**config.mk**
```make
export PLATFORM = sky130hd
export DESIGN_NAME = prog_loader
export DESIGN_NICKNAME = d
export VERILOG_FILES = /design/src/rtl/prog_loader.sv
export SDC_FILE = /design/constraint.sdc
export NUM_CORES = 1
export LEC_CHECK = 0
export ABC_AREA = 1
export CAP_MARGIN = 20
export CORE_MARGIN = 5
export CORE_UTILIZATION = 40
export CTS_CLUSTER_SIZE = 8
export DETAILED_ROUTE_END_ITERATION = 10
export PLACE_DENSITY = 0.71
export RECOVER_POWER = 25
export SYNTH_ARGS = -nofsm -noshare
export SYNTH_HDL_FRONTEND = slang
export SYNTH_SLANG_ARGS = --single-unit
```
**constraint.sdc**
```tcl
create_clock -name CLK -period 2.87 [get_ports CLK]
set_input_delay 0.7175 -clock CLK [delete_from_list [all_inputs] [get_ports CLK]]
set_output_delay 0.7175 -clock CLK [all_outputs]
set_load 0.01 [all_outputs]
```
**src/rtl/prog_loader.sv**
```systemverilog
// prog_loader
//
// Fills instruction memory from an external byte stream before the core runs.
// A frame is: CNT_LO, CNT_HI (16-bit word count N), 4*N data bytes, then one
// checksum byte. The checksum is the XOR of the data bytes only.
//
// Data bytes are assembled little-endian into 32-bit words. Each word is
// written to consecutive word addresses starting at BASE_ADDR through the
// memory's write port. The core is held in reset until a load finishes with a
// good checksum.
//
// Parameters:
//   BASE_ADDR  byte address of the first word written; must be word-aligned
//   MAX_WORDS  largest word count accepted; larger counts end in ERR
//
// Ports:
//   CLK         clock; all state changes on the rising edge
//   RESET       synchronous active-high reset
//   START       begins a load; only honoured in IDLE, DONE or ERR
//   BYTE_IN     stream byte
//   BYTE_VALID  BYTE_IN is valid
//   BYTE_READY  loader accepts a byte this cycle (Moore, from state only)
//   MEM_WE2     one-cycle write strobe to instruction memory
//   MEM_ADDR2   word-aligned byte address of the write
//   MEM_DIN2    instruction word written
//   CPU_RESET   holds the core in reset (low only in DONE)
//   BUSY        a load is in progress
//   DONE        last load completed with a good checksum
//   ERR         last load failed (bad checksum or oversize count)
module prog_loader #(
  parameter logic [31:0] BASE_ADDR = 32'h0000_0000,
  parameter int unsigned MAX_WORDS = 16384
) (
  input  logic        CLK,
  input  logic        RESET,
  input  logic        START,
  input  logic [7:0]  BYTE_IN,
  input  logic        BYTE_VALID,
  output logic        BYTE_READY,
  output logic        MEM_WE2,
  output logic [31:0] MEM_ADDR2,
  output logic [31:0] MEM_DIN2,
  output logic        CPU_RESET,
  output logic        BUSY,
  output logic        DONE,
  output logic        ERR
);

  typedef enum logic [2:0] {
    S_IDLE,
    S_HDR0,
    S_HDR1,
    S_DATA,
    S_CHK,
    S_DONE,
    S_ERR
  } state_t;

  state_t      state_q, state_d;
  logic [7:0]  cntLo_q, cntLo_d;
  logic [15:0] wordCnt_q, wordCnt_d;
  logic [15:0] wordIdx_q, wordIdx_d;
  logic [1:0]  byteIdx_q, byteIdx_d;
  logic [7:0]  chk_q, chk_d;
  logic [31:0] asm_q, asm_d;
  logic [31:0] addr_q, addr_d;
  logic        we_q, we_d;
  logic [31:0] wrAddr_q, wrAddr_d;
  logic [31:0] wrData_q, wrData_d;
  logic        byteReady_q, busy_q, cpuReset_q, done_q, err_q;
  logic        accept;
  logic [15:0] hdrCnt;

  // Handshake uses the registered ready, so BYTE_VALID never reaches an output.
  assign accept = byteReady_q & BYTE_VALID;
  assign hdrCnt = {BYTE_IN, cntLo_q};

  // Next-state logic. Assembly (asm) and write (wrData) registers are separate
  // so byte 0 of the next word can be taken while the previous word is written.
  always_comb begin
    state_d   = state_q;
    cntLo_d   = cntLo_q;
    wordCnt_d = wordCnt_q;
    wordIdx_d = wordIdx_q;
    byteIdx_d = byteIdx_q;
    chk_d     = chk_q;
    asm_d     = asm_q;
    addr_d    = addr_q;
    we_d      = 1'b0;
    wrAddr_d  = wrAddr_q;
    wrData_d  = wrData_q;

    case (state_q)
      S_IDLE, S_DONE, S_ERR: begin
        if (START) begin
          state_d   = S_HDR0;
          wordIdx_d = '0;
          byteIdx_d = '0;
          chk_d     = '0;
          addr_d    = BASE_ADDR;
        end
      end
      S_HDR0: begin
        if (accept) begin
          cntLo_d = BYTE_IN;
          state_d = S_HDR1;
        end
      end
      S_HDR1: begin
        if (accept) begin
          wordCnt_d = hdrCnt;
          if (hdrCnt == 16'd0)
            state_d = S_CHK;
          else if ({16'd0, hdrCnt} > 32'(MAX_WORDS))
            state_d = S_ERR;
          else
            state_d = S_DATA;
        end
      end
      S_DATA: begin
        if (accept) begin
          chk_d     = chk_q ^ BYTE_IN;
          byteIdx_d = byteIdx_q + 2'd1;
          case (byteIdx_q)
            2'd0: asm_d[7:0]   = BYTE_IN;
            2'd1: asm_d[15:8]  = BYTE_IN;
            2'd2: asm_d[23:16] = BYTE_IN;
            default: begin
              // Fourth byte completes the word; it goes straight into the
              // write register rather than through the assembly register.
              we_d      = 1'b1;
              wrAddr_d  = addr_q;
              wrData_d  = {BYTE_IN, asm_q[23:0]};
              addr_d    = addr_q + 32'd4;
              wordIdx_d = wordIdx_q + 16'd1;
              if (wordIdx_q == wordCnt_q - 16'd1)
                state_d = S_CHK;
            end
          endcase
        end
      end
      S_CHK: begin
        if (accept)
          state_d = (BYTE_IN == chk_q) ? S_DONE : S_ERR;
      end
      default: state_d = S_IDLE;
    endcase
  end

  // State and output registers. Status outputs are decoded from the next
  // state so they change on the same edge as the state itself.
  always_ff @(posedge CLK) begin
    if (RESET) begin
      state_q     <= S_IDLE;
      cntLo_q     <= '0;
      wordCnt_q   <= '0;
      wordIdx_q   <= '0;
      byteIdx_q   <= '0;
      chk_q       <= '0;
      asm_q       <= '0;
      addr_q      <= BASE_ADDR;
      we_q        <= 1'b0;
      wrAddr_q    <= BASE_ADDR;
      wrData_q    <= '0;
      byteReady_q <= 1'b0;
      busy_q      <= 1'b0;
      cpuReset_q  <= 1'b1;
      done_q      <= 1'b0;
      err_q       <= 1'b0;
    end else begin
      state_q     <= state_d;
      cntLo_q     <= cntLo_d;
      wordCnt_q   <= wordCnt_d;
      wordIdx_q   <= wordIdx_d;
      byteIdx_q   <= byteIdx_d;
      chk_q       <= chk_d;
      asm_q       <= asm_d;
      addr_q      <= addr_d;
      we_q        <= we_d;
      wrAddr_q    <= wrAddr_d;
      wrData_q    <= wrData_d;
      byteReady_q <= (state_d == S_HDR0) || (state_d == S_HDR1) ||
                     (state_d == S_DATA) || (state_d == S_CHK);
      busy_q      <= (state_d == S_HDR0) || (state_d == S_HDR1) ||
                     (state_d == S_DATA) || (state_d == S_CHK);
      cpuReset_q  <= (state_d != S_DONE);
      done_q      <= (state_d == S_DONE);
      err_q       <= (state_d == S_ERR);
    end
  end

  assign BYTE_READY = byteReady_q;
  assign MEM_WE2    = we_q;
  assign MEM_ADDR2  = wrAddr_q;
  assign MEM_DIN2   = wrData_q;
  assign CPU_RESET  = cpuReset_q;
  assign BUSY       = busy_q;
  assign DONE       = done_q;
  assign ERR        = err_q;

endmodule
```
## Word level (Yosys, flattened, before mapping)

Cells that the tools add are included.
Widths: inputs -> output; s select.

| storage, ports and cells | value |
|---|---|
| flip-flop bits (word level) | 178 |
| bits of input ports | 12 |

| operators by class | value |
|---|---|
| reductions and logical operators | 18 |
| bitwise operators | 5 |
| magnitude comparators | 1 |
| mux-type cells | 26 |
| eq/ne operators | 20 |
| add/sub/neg operators | 4 |

Operators with widths:

| cell | count |
|---|---|
| $mux 32 | 3 |
| $pmux 32 s2 | 1 |
| $mux 16 | 3 |
| $add 32x3->32 const B | 1 |
| $pmux 16 s2 | 1 |
| $mux 3 | 9 |
| $eq 3x3->1 const B | 6 |
| $add 16x1->16 const B | 1 |
| $eq 16x16->1 | 1 |
| $gt 16x15->1 const B | 1 |
| $logic_not 16->1 | 1 |
| $mux 8 | 2 |
| $pmux 8 s2 | 1 |
| $sub 16x1->16 const B | 1 |
| $pmux 3 s5 | 1 |
| $reduce_and 3->1 | 5 |
| $eq 3x2->1 const B | 4 |
| $reduce_or 3->1 | 3 |
| $eq 8x8->1 | 1 |
| $xor 8x8->8 | 1 |
| $eq 3x1->1 const B | 2 |
| $mux 2 | 3 |
| $ne 2x2->1 const B | 3 |
| $pmux 2 s2 | 1 |
| 13 further kinds | 18 |

## Logic depth before layout (Yosys ltp)

Gate-level depths: netlist of run 1.

| depth | value |
|---|---|
| depth in word-level cells | 10 |
| depth in mapped cells | 18 |
| gate-level depth less buffers | 18 |

## Least setup slack after synthesis of run 1

OpenSTA, ideal clock, no wires.

| timing path | value |
|---|---|
| path type | input port to flip-flop |
| from | input port BYTE_VALID |
| to | register wordIdx_q[13] |
| buffers on the path | 0 |
| arrival | 1.920 ns |
| stages | 13 |
| slack | 0.837 ns |
| cells stage by stage | nand2_1 > inv_1 > nand2_1 > nand2_2 > nand2_4 > inv_4 > nand2_8 > nor2_8 > nand3_2 > nor2_4 > nand3_1 > o21ai_1 > nor2_1 |

| between the ends | value |
|---|---|
| word-level cells in the longest chain between the ends | 3 |

RTL lines:

| element | RTL line | text |
|---|---|---|
| start, declared | 38 | `input logic BYTE_VALID,` |
| $and 1x1->1 | 75 | `assign accept = byteReady_q & BYTE_VALID;` |
| $ne 2x2->1 (no line) | - |  |
| $reduce_and 4->1 (no line) | - |  |
| end signal, assigned | 174 | `wordIdx_q <= wordIdx_d;` |
| end, declared | 62 | `logic [15:0] wordIdx_q, wordIdx_d;` |

No other way between the ends.
A chain may end at the register's enable or synchronous reset.

## Worst setup path after layout of run 1

| timing path | value |
|---|---|
| from | input port BYTE_VALID |
| to | register cpuReset_q, in the netlist CPU_RESET |

| between the ends | value |
|---|---|
| word-level cells in the longest chain between the ends | 4 |
| elaborated cells on any way between the ends | 7 |
| those cells by class | eq/ne: 1; mux: 5; bitwise: 1 |

RTL lines:

| element | RTL line | text |
|---|---|---|
| $and 1x1->1 * | 75 |  |
| $mux 3, on equally long branches | - |  |
| $pmux 3 s5 * | 93 | `case (state_q)` |
| $ne 3x3->1 * | 186 | `cpuReset_q <= (state_d != S_DONE);` |
| end signal, assigned | 186 |  |
| end, declared | 70 | `logic byteReady_q, busy_q, cpuReset_q, done_q, err_q;` |

Every way passes the cells marked *; elsewhere a longest branch is shown, timed or not.

==> impl_metrics.env, run 1 <==
export IMPL_status="finished, final reports clean"
export IMPL_nFillCells=1888
export IMPL_finalSetupTns_ns=0
export IMPL_regArea_sq_mm=0.003483
export IMPL_start_kind="input port"
export IMPL_synth_edff_count=0
export IMPL_hold_depth=2
export IMPL_routed_wl_um=20200
export IMPL_synth_compound_area_share_pct=14.87
export IMPL_route_detailed_wl_per_inst_um=14.10
export IMPL_synth_xor_xnor_area_share_pct=4.097
export IMPL_viasPerCell=4.968
export IMPL_finalSetupViolations=0
export IMPL_drt_iter0_drc=564
export IMPL_yosysMostFrequentCell="nor2_1"
export IMPL_synth_flop_cell="dfxtp_1"
export IMPL_grt_ovfl_total=0
export IMPL_routabilityCongestion=0.9057
export IMPL_h_tree_depth=4
export IMPL_nets=1174
export IMPL_drtAntennaViolNets=0
export IMPL_hpwl_um=14440
export IMPL_postCtsSetupRepairBufs=0
export IMPL_synthAdderAreaFrac_pct=1.120
export IMPL_cts_max_path_buffers=2
export IMPL_yosys_register_bits=174
export IMPL_fmax_ghz=0.4189
export IMPL_hp_start="chk_q[3]"
export IMPL_layout_drive_gt1_share_pct=7.877
export IMPL_synth_top_family_by_area="simple AND/OR/NAND/NOR gates"
export IMPL_synth_common_cells="nor2_1, dfxtp_1, nand2_1"
export IMPL_cp_end_kind="register"
export IMPL_synth_area_leaders="dfxtp_1, nor2_1, o21ai_0, nand2_1, a21oi_1"
export IMPL_worst_ir_drop_vdd_mv=0.4857
export IMPL_grt_pass1_wl_um=33440
export IMPL_rr_worst_depth=15
export IMPL_cts_resized=0
export IMPL_antenna_cells=0
export IMPL_die_y_um=149.8
export IMPL_period_needed_ns=2.387
export IMPL_reg2reg_slack_ns=0.63
export IMPL_yosysTopAreaCellShare_pct=44.55
export IMPL_cts_tree="yes"
export IMPL_worstSetupPathType="input port to register"
export IMPL_drt_pass1_iter_count=5
export IMPL_avgSynthCellArea_sq_um=7.233
export IMPL_ys_types=44
export IMPL_muxShareOfSynthArea_pct=0
export IMPL_cts_hold_buf=0
export IMPL_std_cell_rows=51
export IMPL_initial_utilization_pct=40.44
export IMPL_rsz0062_at_grt="no"
export IMPL_syn_inst=1081
export IMPL_root_buffer="clkbuf_16"
export IMPL_worstPathRequired_ns=3.20
export IMPL_cp_arrival_ns=2.71
export IMPL_synth_largest_area_cell="dfxtp_1"
export IMPL_drv_slew=0
export IMPL_hold_viol=0
export IMPL_antenna_found_initial=0
export IMPL_finalCritPeriodShare_pct=83.17
export IMPL_relSlewSlack_pct=57.99
export IMPL_hp_class="register to register"
export IMPL_yosys_area_share_simple_pct=28.24
export IMPL_ys_seq_area_share_pct=44.55
export IMPL_power_leakage_uw=0.003898
export IMPL_grt_max_degree=77
export IMPL_power_density_mw_per_mm2=585.5
export IMPL_coreArea_sq_mm=0.01933
export IMPL_io_buffer_count=79
export IMPL_worstMarginPinSlew_ns=0.6244
export IMPL_hold_ws_ns=0.4761
export IMPL_synth_warnings=0
export IMPL_r2r_end="CPU_RESET"
export IMPL_clock_latency_ns=0.42
export IMPL_clk_pin_slew_worst_paths_ns=0.07
export IMPL_crit_fanout=6
export IMPL_die_w_um=149.8
export IMPL_multi_input_area_sq_mm=0.003784
export IMPL_grtUsageTotal_pct=18.28
export IMPL_cts_sinks=174
export IMPL_ios=82
export IMPL_cts_buffers_inserted=17
export IMPL_min_to="chk_q[3]"
export IMPL_ys_async_sr_fraction_pct=0
export IMPL_timing_rr_start="wordCnt_q[0]"
export IMPL_fin_worst_skew_ns=0.007899
export IMPL_grt_pass1_vias=6769
export IMPL_drc=0
export IMPL_netlist_area_sq_mm=0.007819
export IMPL_vias=7119
export IMPL_drv_cap=0
export IMPL_syn_to_final_growth_pct=21.70
export IMPL_design_die_area_sq_mm=0.02244
[report_power, final]
part / switching (uW) / internal [uW]
Clock: 979 / 1280
Combinational: 519 / 262
Sequential: 52.9 / 2480
Total: 1550 / 4020
[cell families after synthesis]
logic type / Yosys count
and+or+nand+nor: 504
AOI/OAI and AO/OA: 221
DFF: 174
buffers and inverters: 139
xor gates and xnor gates: 35
adders and majority gates: 7
other: 1
[state kept, by name, indices dropped and copies added (netlist names)]
register	count
MEM_DIN2	32
MEM_ADDR2	30
addr_q	30
asm_q	24
wordCnt_q	16
wordIdx_q	16
chk_q	8
cntLo_q	8
state_q	3
byteIdx_q	2
BUSY	1
CPU_RESET	1
DONE	1
ERR	1
MEM_WE2	1
[per-layer routing]
metal  GRT usage (%)  wire length (um)
met1           24.54              9636
met2           30.16              9400
met3           3.271               839
met4           5.352               324
met5               0                 0
[cell usage in the layout (no fill, tap or decap), drive strengths merged, types with 25 or more instances in the layout]
cell | netlist | routed
nor2 | 252 | 252
dfxtp | 174 | 174
nand2 | 148 | 148
o21ai | 127 | 127
inv | 78 | 79
a21oi | 78 | 78
clkdlybuf4s50 | 0 | 47
nor3 | 35 | 35
dlygate4sd3 | 0 | 32
nand3 | 32 | 32
buf | 14 | 25
[per-stage QoR]
| stage | setup slack, ns | utilization (%) | area [sq um] | total power, uW | instances |
|---|---|---|---|---|---|
| after floorplan | 0.8368 | - | 7823 | 3136 | 1082 |
| after global placement | 0.1406 | 46.39 | 8970 | 3367 | 1401 |
| after detailed placement | 0.1353 | 46.39 | 8970 | 3377 | 1401 |
| after CTS | 0.5616 | 49.36 | 9544 | 5631 | 1433 |
| after global routing | 0.2593 | 49.21 | 9515 | 5809 | 1433 |
| final | 0.4829 | 49.21 | 9515 | 5571 | 1433 |
[cell type report]
type | count | area share (%)
inverter | 84 | 3.366
timing repair buffer | 109 | 10.74
tap | 265 | 3.485
clock buffer | 18 | 4.510
clock inverter | 14 | 1.525
sequential | 174 | 36.61
multi-input combinational | 769 | 39.76
[how the worst max path moves through the flow]
stage | startpoint | to | slack, ns | cells past startpoint
final | BYTE_VALID | CPU_RESET | 0.48 | 16
after global routing | BYTE_VALID | CPU_RESET | 0.26 | 16
after CTS | BYTE_VALID | CPU_RESET | 0.56 | 16
after detailed placement | BYTE_VALID | CPU_RESET | 0.14 | 16
after global placement | BYTE_VALID | CPU_RESET | 0.14 | 16
after floorplan | BYTE_VALID | wordIdx_q[13] | 0.84 | 13
[critical path, cell delays in order]
cell,delay (ns)
dlygate4sd3_1,0.52
nand2_1,0.19
nor2_1,0.15
nand2_1,0.06
nor2_1,0.08
nand2_1,0.05
nor2_1,0.14
nand2_1,0.07
nor2_1,0.08
nand4_1,0.12
nor2_1,0.11
nand2_1,0.05
nand2_1,0.09
nand2_1,0.10
nor2_2,0.12
inv_1,0.04
Power figures use the tool's default switching activity.
==> run 2, diff against run 1 <==
Settings changed: PLACE_DENSITY 0.71 to 0.73.
Clock period 2.87 ns to 2.1 ns, I/O delays scaled along.
==> run 2 against run 1 <==
Compared with the run above:
- global-route usage increased by 0.84 points
- worst hold slack better by 0.0043 ns
- highest routed layer unchanged
- die area did not move
==> impl_metrics.env, run 2 (synthesis gave the netlist of run 1 again) <==
export IMPL_status="finished, final reports clean"
export IMPL_worstMarginPinSlew_ns=0.6071
export IMPL_layout_drive_gt1_share_pct=13.31
export IMPL_drt_pass1_iter_count=5
export IMPL_slowest_delay_ns=0.52
export IMPL_nets=1216
export IMPL_final_common_cell="nor2_1"
export IMPL_relSlewSlack_pct=59.48
export IMPL_antenna_found_initial=0
export IMPL_critPathSlowestCell="dfxtp_1"
export IMPL_hp_class="register to register"
export IMPL_p_sw_share_pct=28.54
export IMPL_regArea_sq_mm=0.003490
export IMPL_power_leakage_uw=0.004064
export IMPL_drtAntennaViolNets=0
export IMPL_grt_max_degree=62
export IMPL_grtUsageTotal_pct=19.13
export IMPL_grt_ovfl_total=0
export IMPL_die_y_um=149.8
export IMPL_layout_common_cells="nor2_1, dfxtp_1, nand2_1, o21ai_0, a21oi_1"
export IMPL_largest_reg_flops=32
export IMPL_hold_depth=2
export IMPL_cts_sinks=174
export IMPL_cts_max_path_buffers=2
export IMPL_hp_start="asm_q[0]"
export IMPL_timing_rr_start="state_q[2]"
export IMPL_min_to="asm_q[0]"
export IMPL_clock_power_share_pct=40.6
export IMPL_io_buffer_count=79
export IMPL_cp_end_kind="register"
export IMPL_finalInstanceArea_sq_mm=0.01002
export IMPL_drt_iter0_drc=550
export IMPL_worstPathRequired_ns=2.46
export IMPL_clock_latency_ns=0.44
export IMPL_hold_ws_ns=0.4803
export IMPL_placed_area_sq_mm=0.009365
export IMPL_design_die_area_sq_mm=0.02244
export IMPL_cp_arrival_ns=2.32
export IMPL_cts_buffers_inserted=17
export IMPL_worst_ir_drop_vdd_mv=0.6884
export IMPL_grt_pass1_vias=6978
export IMPL_p_seq_share_pct=44.5
export IMPL_clk_pin_slew_worst_paths_ns=0.07
export IMPL_vias=7359
export IMPL_die_w_um=149.8
export IMPL_rr_worst_depth=14
export IMPL_drv_slew=0
export IMPL_routed_wl_um=20940
export IMPL_ios=82
export IMPL_std_cell_rows=51
export IMPL_p_comb_share_pct=15.0
export IMPL_initial_utilization_pct=40.44
export IMPL_cp_cell_sequence="nand3_2 -> o21ai_4 -> inv_2 -> nand2_1 -> nand2_4 -> inv_4 -> nand2_8 -> inv_4 -> nand2_2 -> nor2_4 -> nand2_1 -> nor2_1 -> a21oi_1 -> nor3_2"
export IMPL_h_tree_depth=4
export IMPL_routabilityCongestion=0.9115
export IMPL_netSwitchingPower_uw=2224
export IMPL_fin_worst_skew_ns=0.007905
export IMPL_route_detailed_wl_per_inst_um=14.20
export IMPL_grt_pass1_wl_um=34680
export IMPL_drv_cap=0
export IMPL_start_kind="register"
export IMPL_final_util_pct=51.83
export IMPL_p_int_uw=5570
export IMPL_rsz0062_at_grt="yes"
export IMPL_coreArea_sq_mm=0.01933
export IMPL_power_density_mw_per_mm2=777.7
export IMPL_worstSetupPathType="register to register"
export IMPL_finalSetupViolations=0
export IMPL_period_needed_ns=1.959
export IMPL_root_buffer="clkbuf_16"
export IMPL_crit_fanout=8
export IMPL_syn_to_final_growth_pct=28.17
export IMPL_cts_tree="yes"
export IMPL_viasPerCell=4.989
export IMPL_nFillCells=1857
export IMPL_finalCritPeriodShare_pct=93.27
export IMPL_drc=0
export IMPL_fmax_ghz=0.5105
export IMPL_hold_viol=0
export IMPL_antenna_cells=0
export IMPL_multi_input_area_sq_mm=0.003902
export IMPL_r2r_end="addr_q[15]"
export IMPL_reg2reg_slack_ns=0.14
export IMPL_hpwl_um=15040
## run 2: power groups by stage
stage | Sequential [uW] | Combinational [uW] | Clock (uW)
4_1_cts | 3450 | 1120 | 3220
3_3_place_gp | 3530 | 1100 | 0
2_1_floorplan | 3510 | 772 | 0
5_1_grt | 3470 | 1290 | 3380
6_report | 3460 | 1170 | 3160
3_5_place_dp | 3530 | 1110 | 0
## run 2: cell type report
class / count / area share [%]
inverters: 84 / 3.196
clock inverters: 14 / 1.598
clock buffers: 18 / 4.283
repair buffers: 151 / 13.85
well taps: 265 / 3.309
flip-flops and latches: 174 / 34.82
multi-input cells: 769 / 38.94
## run 2: timing repair
action	in CTS	in global routing
gates resized for setup	1	38
cloned	0	0
endpoints found under the setup margin	1	17
pin swaps	0	8
buffers inserted	0	1
hold buffers	0	0
## run 2: critical path, delay by kind of cell, from the launching register on
family / cells / cell delay, ns
AOI/OAI and AO/OA: 2 / 0.22
and+or+nand+nor: 9 / 0.93
DFF: 1 / 0.52
buffers and inverters: 3 / 0.21
## run 2: metal layers
layer | up-vias | routed length (um) | global-route usage, %
met4 | 0 | 558 | 8.005
met2 | 196 | 9669 | 30.32
met5 | - | 0 | 0
li1 | 3755 | - | -
met1 | 3366 | 9615 | 25.50
met3 | 42 | 1095 | 3.755
## run 2: worst max path at each step
stage,endpoint,depth (start not counted),start,slack [ns]
after floorplan,CPU_RESET,16,wordCnt_q[0],0.10
after global placement,BUSY,11,BYTE_IN[0],-0.34
after detailed placement,BUSY,11,BYTE_IN[0],-0.35
after CTS,CPU_RESET,15,wordCnt_q[0],0.02
after global routing,BUSY,16,wordCnt_q[0],-0.04
final,addr_q[15],14,state_q[2],0.14
## run 2: through the flow
| step | power, uW | setup slack (ns) | std cells | setup TNS, ns |
|---|---|---|---|---|
| after floorplan | 4285 | 0.1014 | 1082 | 0 |
| after global placement | 4627 | -0.3419 | 1442 | -7.956 |
| after detailed placement | 4637 | -0.3500 | 1442 | -8.468 |
| after CTS | 7788 | 0.02162 | 1474 | 0 |
| after global routing | 8141 | -0.03810 | 1475 | -0.1019 |
| final | 7794 | 0.1412 | 1475 | 0 |
==> run 3, diff against run 2 <==
Settings changed: CORE_MARGIN 5 to 3.
==> run 3 against run 2 <==
Compared with the run above:
- first-iteration DRC count increased by 2.5%
- cell area decreased by 1.1%
- register-to-register slack got worse by 0.08 ns
- clock power decreased by 3%
- largest power group unchanged
- critical endpoint is now BUSY
- fmax decreased by 5.1%
- sequential share of layout area increased by 0.43 points
- count of clock-buffer cells in the layout increased by 1
- highest routed layer unchanged
- global-route usage increased by 0.071 points
- non-clock buffer count unchanged
- wire length decreased by 1.0%
- combinational power decreased by 3%
==> impl_metrics.env, run 3 (synthesis gave the netlist of run 1 again) <==
export IMPL_status="finished, final reports clean"
export IMPL_routabilityCongestion=0.9077
export IMPL_syn_to_final_growth_pct=26.71
export IMPL_worst_ir_drop_vdd_mv=0.6244
export IMPL_p_int_uw=5483
export IMPL_cp_common_cell="nand2_1"
export IMPL_p_seq_share_pct=45.3
export IMPL_antenna_cells=0
export IMPL_grt_pass1_wl_um=34040
export IMPL_p_sw_share_pct=28.30
export IMPL_final_common_cell="nor2_1"
export IMPL_nFillCells=1817
export IMPL_fin_worst_skew_ns=0.006410
export IMPL_crit_family="simple AND/OR/NAND/NOR gates"
export IMPL_drtAntennaViolNets=0
export IMPL_path_buf_inv=1
export IMPL_dp_slack_ns=-0.4230
export IMPL_grt_ovfl_total=0
export IMPL_layout_common_cells="nor2_1, dfxtp_1, nand2_1, o21ai_0, clkdlybuf4s50_1"
export IMPL_vias=7398
export IMPL_routed_wl_um=20730
export IMPL_slowest_delay_ns=0.54
export IMPL_power_density_mw_per_mm2=771.9
export IMPL_worstPathRequired_ns=2.47
export IMPL_cp_arrival_ns=2.43
export IMPL_hold_ws_ns=0.4813
export IMPL_cts_max_path_buffers=2
export IMPL_ios=82
export IMPL_power_leakage_uw=0.004016
export IMPL_viasPerCell=5.036
export IMPL_rsz0062_at_grt="yes"
export IMPL_cts_sinks=174
export IMPL_hpwl_um=14390
export IMPL_drv_cap=0
export IMPL_hold_viol=0
export IMPL_h_tree_depth=4
export IMPL_relSlewSlack_pct=58.00
export IMPL_nets=1216
export IMPL_finalCritPeriodShare_pct=98.28
export IMPL_clk_pin_slew_worst_paths_ns=0.07
export IMPL_drt_iter0_drc=564
export IMPL_io_buffer_count=79
export IMPL_design_die_area_sq_mm=0.02126
export IMPL_route_detailed_wl_per_inst_um=14.11
export IMPL_clock_power_share_pct=39.9
export IMPL_worstMarginPinSlew_ns=0.6292
export IMPL_grtUsageTotal_pct=19.20
export IMPL_std_cell_rows=50
export IMPL_start_kind="input port"
export IMPL_cp_cell_sequence="clkdlybuf4s50_1 -> nor2_1 -> nand2_1 -> nor3_2 -> nand3_1 -> nand3_1 -> nand2_1 -> nor2_1 -> nand3_1 -> nand2_1 -> nand2_1 -> nor2_1"
export IMPL_crit_fanout=4
export IMPL_die_y_um=145.8
export IMPL_largest_reg_flops=32
export IMPL_grt_pass1_vias=6947
export IMPL_drc=0
export IMPL_cts_tree="yes"
export IMPL_antenna_found_initial=0
export IMPL_initial_utilization_pct=41.25
export IMPL_clock_latency_ns=0.43
export IMPL_cts_hold_buf=0
export IMPL_fmax_ghz=0.4845
export IMPL_period_needed_ns=2.064
export IMPL_hp_class="register to register"
export IMPL_p_total_uw=7648
export IMPL_root_buffer="clkbuf_16"
export IMPL_layout_drive_gt1_share_pct=13.48
export IMPL_cp_end_kind="register"
export IMPL_coreArea_sq_mm=0.01896
export IMPL_dp_cells=1434
export IMPL_grt_max_degree=63
export IMPL_stdcell_count=1469
export IMPL_cts_buffers_inserted=17
export IMPL_drv_slew=0
export IMPL_worstSetupPathType="input port to register"
export IMPL_drt_pass1_iter_count=5
export IMPL_critPathSlowestCell="clkdlybuf4s50_1"
export IMPL_p_comb_share_pct=14.8
export IMPL_fin_ws_ns=0.03610
export IMPL_finalSetupViolations=0
export IMPL_die_w_um=145.8
export IMPL_final_util_pct=52.26
export IMPL_netSwitchingPower_uw=2165
-- run 3: metal layers --
layer  vias to the layer above  wire, um  global-route usage (%)
li1                       3746         -                       -
met1                      3403      9809                   26.25
met2                       210      9470                   30.22
met3                        39       973                   3.644
met4                         0       476                   7.170
met5                         -         0                       0
-- run 3: per-stage QoR --
step | setup TNS [ns] | cell area, sq um
after floorplan | 0 | 7823
after global placement | -10.94 | 9261
after detailed placement | -14.40 | 9261
after CTS | 0 | 9834
after global routing | -1.115 | 9907
final | 0 | 9907
-- run 3: cell type report --
| type | instances | area, sq um | share of cell area (%) |
|---|---|---|---|
| multi-input cells | 769 | 3852 | 38.89 |
| clock inverters | 12 | 112.6 | 1.137 |
| flip-flops and latches | 174 | 3492 | 35.25 |
| repair buffers | 151 | 1351 | 13.64 |
| inverters | 84 | 320.3 | 3.233 |
| well taps | 260 | 325.3 | 3.284 |
| clock buffers | 19 | 452.9 | 4.572 |
-- run 3: repair_timing --
item                                    CTS  global route
pin swaps                                 0            15
endpoints found under the setup margin    2            20
buffers inserted                          0             4
gates resized for setup                   2            28
endpoints found under the hold margin     0             0
cloned                                    0             0
-- run 3: final timing paths --
kind              startpoint    endpoint  slack, ns  cells past startpoint
hold reg to reg     chk_q[6]    chk_q[6]       0.48                      2
setup / recovery  BYTE_IN[0]        BUSY       0.04                     12
setup reg to reg  state_q[0]  addr_q[18]       0.06                     14
hold / removal      chk_q[6]    chk_q[6]       0.48                      2
-- run 3: power groups by stage --
stage / combinational [uW] / sequential, uW / clock, uW
3_5_place_dp: 1100 / 3530 / 0
6_report: 1130 / 3460 / 3060
2_1_floorplan: 772 / 3510 / 0
5_1_grt: 1240 / 3470 / 3240
4_1_cts: 1110 / 3450 / 3100
3_3_place_gp: 1090 / 3520 / 0
-- run 3: worst reg2reg max path, stage by stage, from the launching register on --
cell	delay, ns
dfxtp_2	0.34
inv_1	0.11
nand2_2	0.09
o21ai_1	0.33
inv_2	0.10
nand2_2	0.09
nand2_4	0.06
inv_4	0.07
nand2_8	0.10
nor2_4	0.12
nand2_1	0.10
nor2_2	0.13
nand2_1	0.08
o21ai_0	0.16
a21oi_1	0.06
